<file path="config.mk">
export PLATFORM = sky130hd
export DESIGN_NAME = uart_rx_fifo
export DESIGN_NICKNAME = d
export VERILOG_FILES = /design/src/rtl/uart_rx_fifo.sv
export SDC_FILE = /design/constraint.sdc
export NUM_CORES = 1
export LEC_CHECK = 0
export BUFFER_PORTS_ARGS = -buffer_cell sky130_fd_sc_hd__buf_2
export CAP_MARGIN = 10
export CORE_ASPECT_RATIO = 2
export CORE_MARGIN = 2
export CORE_UTILIZATION = 60
export CTS_CLUSTER_SIZE = 25
export DETAILED_ROUTE_END_ITERATION = 7
export PLACE_DENSITY_LB_ADDON = 0.3
export SLEW_MARGIN = 20
export SYNTH_ARGS = -nofsm -noshare
export SYNTH_HDL_FRONTEND = slang
export SYNTH_SLANG_ARGS = --single-unit
</file>
<file path="constraint.sdc">
create_clock -name clk -period 3 [get_ports clk]
set_input_delay 0.45 -clock clk [delete_from_list [all_inputs] [get_ports clk]]
set_output_delay 0.45 -clock clk [all_outputs]
set_load 0.05 [all_outputs]
</file>
<file path="src/rtl/uart_rx_fifo.sv">
// Receive-side byte FIFO between the UART receiver and the control/bus block.
// First-word-fall-through storage with occupancy, sticky overflow and a
// threshold-level interrupt request.
module uart_rx_fifo #(
    parameter int unsigned DEPTH  = 16,
    parameter int unsigned ADDR_W = 4,
    parameter int unsigned DATA_W = 8
) (
    input  logic              clk,
    input  logic              reset,
    input  logic              rx_end,
    input  logic [DATA_W-1:0] rx_data,
    input  logic              pop,
    output logic [DATA_W-1:0] rd_data,
    output logic              empty,
    output logic              full,
    output logic [ADDR_W:0]   count,
    input  logic [ADDR_W:0]   thresh,
    output logic              irq_level,
    output logic              ovf,
    input  logic              ovf_clr,
    input  logic              flush
);

    localparam int unsigned CNT_W = ADDR_W + 1;

    logic [DATA_W-1:0] r_mem [DEPTH];
    logic [ADDR_W-1:0] r_wr_ptr;
    logic [ADDR_W-1:0] r_rd_ptr;
    logic [CNT_W-1:0]  r_count;
    logic              r_ovf;
    logic              r_irq;

    logic              w_empty;
    logic              w_full;
    logic              w_pop;
    logic              w_push;
    logic              w_drop;
    logic [CNT_W-1:0]  w_count_nxt;
    logic              w_irq_nxt;

    // Status decode and accept/drop qualification from registered occupancy
    always_comb begin
        w_empty = (r_count == '0);
        w_full  = (r_count == CNT_W'(DEPTH));
        w_pop   = pop && !w_empty;
        w_push  = rx_end && (!w_full || w_pop);
        w_drop  = rx_end && w_full && !w_pop;
    end

    // Next occupancy and the interrupt level that goes with it
    always_comb begin
        w_count_nxt = r_count;
        if (flush) begin
            w_count_nxt = '0;
        end else if (w_push && !w_pop) begin
            w_count_nxt = r_count + CNT_W'(1);
        end else if (w_pop && !w_push) begin
            w_count_nxt = r_count - CNT_W'(1);
        end
        w_irq_nxt = (thresh != '0) && (w_count_nxt >= thresh);
    end

    // Pointers, occupancy, overflow flag and interrupt level
    always_ff @(posedge clk) begin
        if (reset) begin
            r_wr_ptr <= '0;
            r_rd_ptr <= '0;
            r_count  <= '0;
            r_ovf    <= 1'b0;
            r_irq    <= 1'b0;
        end else begin
            r_count <= w_count_nxt;
            r_irq   <= w_irq_nxt;
            if (flush) begin
                r_wr_ptr <= '0;
                r_rd_ptr <= '0;
            end else begin
                if (w_push) begin
                    r_wr_ptr <= r_wr_ptr + ADDR_W'(1);
                end
                if (w_pop) begin
                    r_rd_ptr <= r_rd_ptr + ADDR_W'(1);
                end
            end
            // A drop outranks a clear in the same cycle; flush never drops
            if (w_drop && !flush) begin
                r_ovf <= 1'b1;
            end else if (ovf_clr) begin
                r_ovf <= 1'b0;
            end
        end
    end

    // Storage array; contents survive reset and flush
    always_ff @(posedge clk) begin
        if (!reset && !flush && w_push) begin
            r_mem[r_wr_ptr] <= rx_data;
        end
    end

    assign rd_data   = r_mem[r_rd_ptr];
    assign empty     = w_empty;
    assign full      = w_full;
    assign count     = r_count;
    assign irq_level = r_irq;
    assign ovf       = r_ovf;

endmodule

</file>
==> run metrics <==
DR pass1 iterations 5; clk slew on worst S/H paths 60 ps; Chip Height 146.6 um; first-pass GRT wire length 18,950 um; drc violations 0; core area 10,020 um^2; Final ANT Viol Nets 0; DP Worst Slack 289.9 ps; Worst-Margin Slew roughly 670 ps; Cell Area, Synth 6101 um^2; worst rel slew slack 55.02%; minimum clock period 2792 ps; status finished clean; CP Max Fanout 11; critical hold path startpoint reset; routed length per instance approximately 22 um; max-slew violations 0; initial antenna violation count 0; VDD IR-drop max 497.9 uV; Final TNS setup 0 ps; Seq/Total Area, Yosys slightly below 70%; routed wl met2 around 7300 um; Worst Hold Class in2reg; ys async rst share 0%; Syn Nets around 390; GR Overflow Total 0; Finished Layout Cells 571; Final setup violation count 0; Die Area 11,040 um^2; arrival time worst endpoint 2340 ps; Placement Cell Area 6545 um^2; routed vias/inst 6.014; switching portion of total power roughly 21%; synth-to-layout area growth 16.20%; P_sw 935.7 uW; Port Buffer Count 35; largest net degree at the start of global routing 33; adder-cell share of the synthesized area 2.461%; layout cell share with drive strength beyond 1 30.50%; Ys Warns 0; row count 52; DRT iter0 DRCs roughly 340; PD cells 614.8 nW/um^2; Finished Cell Area 7089 um^2; vias in the first global route 3,540; commonest non-fill, non-tap cell in the layout edfxtp_1; CTS tree built; worst path required time 2550 ps; FF-to-FF path depth 10; syn avg cell area approximately 17 um^2; io pins 36; gpl congestion 0.7894; RSZ-0062 raised after global routing false; mux contribution to synthesized area 13.25%; DRT met1 WL 4294 um; CTS H-tree depth 4; combinational share of power 4.3%; top routing layer used met4; Synth cell types 54; Post-CTS Setup Repair Bufs 0; Tot Pwr 4.359 mW; Hold Crit Depth 2; Setup CP Type reg2out; post-synthesis xor/xnor area fraction 1.005%; final worst path period share 93.06%; Layout Skew approximately 10 ps; Final Worst Setup Slack 208.2 ps; vias 3,434; metal3 WL 526 um; Fmax 358.2 MHz; most frequent cells in the layout edfxtp_1 (128), nor2_1 (38), buf_2 (35); Int Pwr 3.423 mW; DP HPWL 8649 um; largest family of logic cells by synthesized area multiplexers; reported max-cap violation count 0; clk_lat worst skew 420 ps; Mapped Cells 361; total track usage 24.96%; CTS root buf clkbuf_16; CTS Buf Count 17; post_cts resized 0; hold buffers post-CTS 0; CTS Buffer Depth 2; Synth Register Bits 147; CP endpoint kind output pin; sequential power share between 50% and 60%; clock sink count ~150; Initial Util 60.89%; Clock power frac 44.3%; Ant. Diodes 0; Cells after DPL 539; Post-Synth Simple-Gate Area 6.952%; Die W approximately 75 um; Routed WL 12,520 um; nets 454; EDFF count, synth about 130; CP Launch Type flip-flop; Leak 2.475 nW; Final Hold Vio Count 0; leading register cell type out of synthesis edfxtp_1; R2R Path Start count[1]; Compound-Gate Fraction of Synth Area 4.840%
==> synth_stat cells (4+ instances only) <==
cell      instances  area [um^2]
nand2_1          18        67.56
nor2_1           38        142.6
nand3_1           4        20.02
xor2_1            6        52.55
mux4_2           32        720.7
mux2i_1           5        50.05
clkbuf_1          7        26.28
edfxtp_1        128         3844
inv_1            11        41.29
ha_1             12        150.1
dfxtp_1          19        380.4
a22oi_1          16        120.1
buf_2             5        25.02
a21oi_1           7        35.03
==> through the flow <==
stage / utilization (%) / hold WS, ps
3_5_place_dp: 65.32 / 526.7
3_3_place_gp: 65.32 / 509.9
5_1_grt: 70.75 / 249.1
6_report: 70.75 / 254.5
4_1_cts: 70.75 / 237.8
2_1_floorplan: - / 462.9
==> final timing paths <==
kind	slack, ps	to
min reg2reg	540	flip-flop
max	210	rd_data[2]
max reg2reg	270	irq_level
min	250	ovf
==> flip-flops by register name (all words and copies together) (netlist names), named ones only <==
register / count
r_wr_ptr: 4
irq_level: 1
r_mem: 128
r_rd_ptr: 4
ovf: 1
count: 5
==> layer usage <==
metal / global-route usage [%] / vias to the layer above
met4: 12.11 / 0
met5: 0 / -
li1: - / 1537
met2: 44.22 / 147
met1: 26.21 / 1726
met3: 6.211 / 24
==> area by class of cell <==
type                    count  area, um^2
fillers                   669        2930
clock inverters            14       115.1
well taps                 135       168.9
clock buffers              18       429.2
multi-input cells         185        1739
inverters                  11       41.29
repair buffers             61       370.4
flip-flops and latches    147        4225
==> logic make-up after synthesis <==
logic type,count (synthesis)
flip-flops,147
multiplexers,40
buffers and inverters,29
AO/OA/AOI/OAI,39
adder cells (fa/ha/maj),12
XOR/XNOR,7
AND/OR/NAND/NOR,87
==> power groups by stage <==
stage	Combinational, mW	Clock [mW]	Sequential, mW
finish	0.189	1.93	2.24
detailed placement	0.187	0	2.28
floorplan	0.119	0	2.28
CTS	0.189	1.96	2.24
global placement	0.182	0	2.28
global route	0.205	2.03	2.24
==> critical path: stages, from the launching register on <==
cell     delay (ps)
dfxtp_2         580
buf_4           300
mux4_2          540
a22oi_1         200
nand2_1         100
buf_2           220
No activity file was read; power rests on OpenSTA's default activity.
